<file path="config.mk">
export PLATFORM = sky130hd
export DESIGN_NAME = lmfe_feeder
export DESIGN_NICKNAME = d
export VERILOG_FILES = /design/src/rtl/lmfe_feeder.sv
export SDC_FILE = /design/constraint.sdc
export NUM_CORES = 1
export LEC_CHECK = 0
export ABC_AREA = 1
export CORE_ASPECT_RATIO = 0.75
export CORE_MARGIN = 10
export CORE_UTILIZATION = 55
export CTS_BUF_LIST = sky130_fd_sc_hd__clkbuf_16
export DETAILED_ROUTE_END_ITERATION = 7
export GPL_ROUTABILITY_DRIVEN = 0
export PLACE_DENSITY_LB_ADDON = 0.2
export SETUP_SLACK_MARGIN = 0.3
export SLEW_MARGIN = 20
export SYNTH_ARGS = -nofsm -noshare
export SYNTH_HDL_FRONTEND = slang
export SYNTH_SLANG_ARGS = --single-unit
</file>
<file path="constraint.sdc">
create_clock -name clk -period 4.2 [get_ports clk]
set_clock_uncertainty 0.15 [all_clocks]
set_input_delay 0.84 -clock clk [delete_from_list [all_inputs] [get_ports clk]]
set_output_delay 0.84 -clock clk [all_outputs]
set_load 0.05 [all_outputs]
</file>
<file path="src/rtl/lmfe_feeder.sv">
// lmfe_feeder: streams a raw frame from a source ROM into the local median
// filter engine (Din/in_en with busy back-pressure) and writes the filtered
// pixels returned on Dout/out_valid into a result RAM in raster order.
// Optional feature macro: LMFE_FEEDER_STALL_EN builds the back-pressure
// stall counter; when undefined stall_cnt is tied to zero.
module lmfe_feeder #(
  parameter int IMG_W = 128,
  parameter int IMG_H = 128,
  parameter int AW    = 14
) (
  input  logic          clk,
  input  logic          reset,
  input  logic          start,
  output logic          rom_rd,
  output logic [AW-1:0] rom_addr,
  input  logic [7:0]    rom_q,
  output logic [7:0]    Din,
  output logic          in_en,
  input  logic          busy,
  input  logic [7:0]    Dout,
  input  logic          out_valid,
  output logic          ram_wr,
  output logic [AW-1:0] ram_addr,
  output logic [7:0]    ram_wd,
  output logic          done,
  output logic          err,
  output logic [15:0]   stall_cnt
);

  localparam logic [AW:0] NPIX = (AW+1)'(IMG_W * IMG_H);
  localparam logic [AW:0] ONE  = (AW+1)'(1);

  typedef enum logic [1:0] {S_IDLE, S_RUN, S_DRAIN, S_DONE} state_t;

  state_t      state;
  logic [AW:0] rd_cnt;
  logic [AW:0] tx_cnt;
  logic [AW:0] rx_cnt;
  logic [7:0]  fifo_mem [2];
  logic        wr_ptr;
  logic        rd_ptr;
  logic [1:0]  fifo_cnt;
  logic        rd_pend;
  logic        run;
  logic        fifo_ne;
  logic        enter;
  logic [2:0]  occ;

  assign rom_addr = rd_cnt[AW-1:0];
  assign Din      = fifo_mem[rd_ptr];

  // Handshake decode. The prefetch budget counts the slot freed by a pop in
  // the same cycle; without that the 2-entry FIFO cannot sustain one pixel
  // per cycle against the one-cycle ROM latency.
  always_comb begin
    run     = (state == S_RUN);
    fifo_ne = (fifo_cnt != 2'd0);
    enter   = (state == S_IDLE) && start;
    in_en   = run && fifo_ne && !busy;
    occ     = {1'b0, fifo_cnt} + {2'b00, rd_pend} - {2'b00, in_en};
    rom_rd  = run && (rd_cnt < NPIX) && (occ < 3'd2);
  end

  // Frame sequencer; done is a registered one-cycle pulse while in DONE.
  always_ff @(posedge clk or negedge reset) begin
    if (!reset) begin
      state <= S_IDLE;
      done  <= 1'b0;
    end else begin
      done <= 1'b0;
      case (state)
        S_IDLE:  if (start) state <= S_RUN;
        S_RUN:   if (tx_cnt == NPIX) state <= S_DRAIN;
        S_DRAIN: if (rx_cnt == NPIX) begin
                   state <= S_DONE;
                   done  <= 1'b1;
                 end
        S_DONE:  state <= S_IDLE;
        default: state <= S_IDLE;
      endcase
    end
  end

  // ROM read / engine transfer counters and the 2-entry prefetch FIFO.
  always_ff @(posedge clk or negedge reset) begin
    if (!reset) begin
      rd_cnt      <= '0;
      tx_cnt      <= '0;
      rd_pend     <= 1'b0;
      wr_ptr      <= 1'b0;
      rd_ptr      <= 1'b0;
      fifo_cnt    <= 2'd0;
      fifo_mem[0] <= 8'd0;
      fifo_mem[1] <= 8'd0;
    end else if (enter) begin
      rd_cnt   <= '0;
      tx_cnt   <= '0;
      rd_pend  <= 1'b0;
      wr_ptr   <= 1'b0;
      rd_ptr   <= 1'b0;
      fifo_cnt <= 2'd0;
    end else begin
      rd_pend <= rom_rd;
      if (rom_rd) rd_cnt <= rd_cnt + ONE;
      if (rd_pend) begin
        fifo_mem[wr_ptr] <= rom_q;
        wr_ptr           <= ~wr_ptr;
      end
      if (in_en) begin
        rd_ptr <= ~rd_ptr;
        tx_cnt <= tx_cnt + ONE;
      end
      fifo_cnt <= fifo_cnt + {1'b0, rd_pend} - {1'b0, in_en};
    end
  end

  // Result capture into RAM, plus the sticky error for unexpected results.
  always_ff @(posedge clk or negedge reset) begin
    if (!reset) begin
      rx_cnt   <= '0;
      ram_wr   <= 1'b0;
      ram_addr <= '0;
      ram_wd   <= 8'd0;
      err      <= 1'b0;
    end else begin
      ram_wr <= 1'b0;
      if (out_valid) begin
        if ((state == S_RUN || state == S_DRAIN) && rx_cnt < NPIX) begin
          ram_wr   <= 1'b1;
          ram_wd   <= Dout;
          ram_addr <= rx_cnt[AW-1:0];
          rx_cnt   <= rx_cnt + ONE;
        end else begin
          err <= 1'b1;
        end
      end
      if (enter) rx_cnt <= '0;
    end
  end

`ifdef LMFE_FEEDER_STALL_EN
  // Saturating count of RUN cycles where a pixel is ready but the engine is busy.
  always_ff @(posedge clk or negedge reset) begin
    if (!reset) begin
      stall_cnt <= 16'd0;
    end else if (enter) begin
      stall_cnt <= 16'd0;
    end else if (run && fifo_ne && busy && stall_cnt != 16'hFFFF) begin
      stall_cnt <= stall_cnt + 16'd1;
    end
  end
`else
  assign stall_cnt = 16'd0;
`endif

endmodule

</file>
==> results <==
- The total count of hold-check failures in the final report is 0.
- For the pin with the worst max-slew slack, the measured transition is 0.890 ns.
- The floorplan die width is 128 microns.
- In the global route stage, overall resource usage came out at 0.180.
- By count the netlist is led by sky130_fd_sc_hd__nand2_1 (188), sky130_fd_sc_hd__dfrtp_1 (93), sky130_fd_sc_hd__nor2_1 (64), sky130_fd_sc_hd__inv_1 (54), sky130_fd_sc_hd__o21ai_0 (31).
- In this run the cell area of the synthesized design comes to 4840 sq um.
- The number of antenna-violating nets in the routed design is 0.
- The detailed-route via count is 4096.
- Max-cap violations in this run came to 0.
- The min-delay analysis places its worst path in the category flop to flop.
- The final HPWL from detailed placement is 8120 microns.
- The share of synthesized area in the top cell type comes to 0.481.
- The register bit count reported by yosys is 93.
- The core occupancy in the finished layout is 0.682.
- The summed negative setup slack over all endpoints is 0 ns.
- Setup repair after global routing left no endpoint under its margin.
- For this design, the slowest cell found on the critical path is sky130_fd_sc_hd__fa_1.
- Port buffering added 69 buffers.
- The clock insertion delay at the later pin of the skew report is 0.34 ns.
- The analysis attributes to cell leakage a power of 2.80 nW.
- The H-tree was split into 3 levels.
- The sort of element at the end of the critical path is an output pin.
- The post-route non-filler standard cell count is 791.
- The area of all placed cells without fillers is 5810 sq um.
- Relative to the synthesized area, the layout overhead comes to 20.1%.
- The cell taking the most area after synthesis is sky130_fd_sc_hd__dfrtp_1.
- The number of design rule violations left after detail routing is 0.
- The depth of the most critical reg-to-reg path is 16.
- Of the total synthesized cell area, the portion taken by XOR and XNOR cells is 0.00905.
- After layout, the minimum clock period comes to 3.70 ns.
- The maximum fanout encountered on the critical timing path is 4.
- The worst min-delay path endpoint is err.
- The cell count after placement is 773.
- The worst setup slack after layout is 0.498 ns.
- The relative slew slack is 0.406.
- Of the total synthesized cell area, the portion taken by AND, OR, NAND and NOR gates is 0.281.
- The initial utilization of the core area, before any placement, comes to 0.568.
- The core area is 8530 sq um.
- The clock drives 93 sinks.
- After detailed routing, the number of vias per cell comes to 5.18.
- The launch instance of the worst min-delay path is err.
- The flow ran to the end, and the final reports show no timing, DRC or antenna violations.
- Yosys attributes the largest share of cell area to sky130_fd_sc_hd__dfrtp_1 (48%), sky130_fd_sc_hd__nand2_1 (15%), sky130_fd_sc_hd__nor2_1 (5.0%), sky130_fd_sc_hd__buf_4 (4.7%), sky130_fd_sc_hd__inv_1 (4.2%).
- The number of antenna violations at the first check in global routing was 0.
- The cell sitting at the root of the clock tree is a sky130_fd_sc_hd__clkbuf_16.
- The hold buffer count at cts is 0.
- The compound-cell area share of the yosys netlist was 0.0879.
- For this block, the initial DRC count from the detailed router was 275.
- The clock tree from TritonCTS is yes.
- The minimum setup slack after placement is 0.111 ns.
- In this run the critical register-to-register path is captured at rd_cnt[10].
- The wire length per cell after detailed routing is 14.5 microns.
- The final period utilization is 0.882.
- The cell area power density is 589 nW/um^2.
- The launch instance of the worst register-to-register path is state[1].
- The combinational family with the most area after synthesis is simple AND/OR/NAND/NOR gates.
- The largest stage delay on the critical path is 0.43 ns.
- The final net count is 712.
- In this run the vertical extent of the chip is 101 microns.
- The number of standard cells after synthesis is 619.
- The number of CTS-inserted buffers is 9.
- The setup slack on the worst flop-to-flop path is 1.08 ns.
- The number of enable flip-flop cells after synthesis is 0.
- The number of top-level pins is 86.
- The die covers 13000 sq um.
- Derived from the worst setup path, the maximum achievable clock frequency is 270 MHz.
- The dominant cell by count in the synthesized netlist is sky130_fd_sc_hd__nand2_1.
- In the final layout, the share of cells above drive strength 1 is 0.0806.
- The number of buffers on the longest clock path is 2.
- Measured against the total synthesized area, the mux share comes to 0.
- In this run the cell area measured after placement is 5490 sq um.
- The maximum number of pins on one net before global-route repair is 73.
- The signal on the critical path passes through inv_1 -> ha_2 -> nand2_4 -> a21oi_4 -> ha_1 -> inv_1 -> ha_2 -> fa_1 -> inv_2 -> nand3_4 -> nor2_4 -> buf_12.
- The start-to-end type of the worst setup path is flop to output pin.
- The first global-routing pass estimated 19400 microns of wire.
- The clock-pin slew of the registers on the worst-case setup and hold paths is 0.06 ns.
- In the synthesized netlist the dominant register cell turns out to be sky130_fd_sc_hd__dfrtp_1.
- Along the worst hold path, the cell count comes to 1.
- The post-synthesis sequential area ratio is 0.481.
- After synthesis, the share of flip-flops with an asynchronous set or reset is 1.00.
- For this run, the detailed router's first-pass iteration total came to 6.
- The number of warnings issued by yosys is 0.
- The final-report max-slew violation count was 0.
- The critical path required time is 3.21 ns.
- After synthesis, the mean cell area works out to 7.82 sq um.
- The adder-cell share of the synthesized area is 0.0326.
- The largest voltage drop on the vdd net is 494 uV.
- The number of failing setup endpoints in the final timing report is 0.
- The number of global-route vias before repair is 4106.
- The startpoint type of the worst setup path is a flop.
- Summed over all layers, the global routing overflow is 0.
- The final wirelength is 11500 microns.
- The distinct cell type count of the synthesized netlist is 34.
- The total number of placement rows is 29.
- At the worst endpoint, the arrival time is 2.71 ns.
[per-layer routing]
layer | up-vias | track usage | wire, microns
li1 | 2035 | - | -
met1 | 1932 | 0.216 | 4860
met2 | 115 | 0.298 | 5540
met3 | 14 | 0.0725 | 951
met4 | 0 | 0.0449 | 120
met5 | - | 0 | 0
[cells by family after synthesis]
kind of cell | count (synthesis)
AOI/OAI and AO/OA | 78
adders and majority gates | 12
other | 1
xor gates and xnor gates | 5
buffers and inverters | 108
DFF | 93
and+or+nand+nor | 322
[stage by stage]
step	hold slack, ns	power, mW
2_1_floorplan	0.303	2.20
6_report	0.309	3.42
3_5_place_dp	0.300	2.63
5_1_grt	0.350	3.64
3_3_place_gp	0.289	2.58
4_1_cts	0.314	3.44
[cell type report]
type | instances | area, sq um
clock inverter | 5 | 46.3
antenna | 1 | 2.50
fill | 690 | 2710
timing repair buffer | 76 | 753
tap | 108 | 135
sequential | 93 | 2330
inverter | 66 | 248
clock buffer | 9 | 225
multi-input combinational | 433 | 2080
[state kept, by name, summed over array words and instances, names as in the netlist]
name	count
done	1
err	1
fifo_cnt	2
fifo_mem	16
ram_addr	14
ram_wd	8
ram_wr	1
rd_cnt	15
rd_pend	1
rd_ptr	1
rx_cnt	15
state	2
tx_cnt	15
wr_ptr	1
[worst max-delay path by stage]
stage              from      to  slack [ns]  depth (start not counted)
6_report       state[1]  rom_rd        0.50                         12
5_1_grt        state[1]  rom_rd        0.35                         12
4_1_cts            busy  rom_rd        0.30                         11
3_5_place_dp       busy  rom_rd        0.11                         12
3_3_place_gp       busy  rom_rd        0.19                         12
2_1_floorplan      busy  rom_rd        0.34                         10
[repair_timing]
action / CTS / global route
setup endpoints to repair: 1 / 1
resized for setup: 4 / 4
pin swaps: 1 / 2
buffers inserted: 1 / 2
[worst max-delay path, delay by kind of cell (launching register included)]
| kind | cells | cell delay (ns) |
|---|---|---|
| flops | 1 | 0.39 |
| simple gates | 3 | 0.32 |
| buf+inv | 4 | 0.42 |
| compound gates | 1 | 0.12 |
| fa+ha+maj | 4 | 1.13 |
[cell usage in the layout, fill, tap and decap left out, types with 2 or more instances in the layout]
| cell type | instances |
|---|---|
| sky130_fd_sc_hd__nand2_1 | 187 |
| sky130_fd_sc_hd__dfrtp_1 | 93 |
| sky130_fd_sc_hd__clkdlybuf4s50_1 | 66 |
| sky130_fd_sc_hd__nor2_1 | 64 |
| sky130_fd_sc_hd__inv_1 | 55 |
| sky130_fd_sc_hd__o21ai_0 | 31 |
| sky130_fd_sc_hd__nand3_1 | 24 |
| sky130_fd_sc_hd__a21oi_1 | 20 |
| sky130_fd_sc_hd__o21ai_1 | 17 |
| sky130_fd_sc_hd__conb_1 | 16 |
| sky130_fd_sc_hd__nand4_1 | 14 |
| sky130_fd_sc_hd__inv_2 | 12 |
| sky130_fd_sc_hd__nor3_1 | 10 |
| sky130_fd_sc_hd__ha_1 | 9 |
| sky130_fd_sc_hd__clkbuf_16 | 9 |
| sky130_fd_sc_hd__nor2_2 | 8 |
| sky130_fd_sc_hd__buf_4 | 8 |
| sky130_fd_sc_hd__nand3_2 | 5 |
| sky130_fd_sc_hd__nand2_2 | 3 |
| sky130_fd_sc_hd__o21bai_1 | 3 |
| sky130_fd_sc_hd__xor2_1 | 3 |
| sky130_fd_sc_hd__o31ai_1 | 3 |
| sky130_fd_sc_hd__clkinv_1 | 2 |
| sky130_fd_sc_hd__xnor2_1 | 2 |
| sky130_fd_sc_hd__ha_2 | 2 |
[power by group]
group | internal, mW | switching, mW | total [mW]
sequential | 1.07 | 0.113 | 1.18
clock | 0.447 | 0.326 | 0.773
combinational | 0.458 | 1.01 | 1.47
No activity file was read; power rests on OpenSTA's default activity.
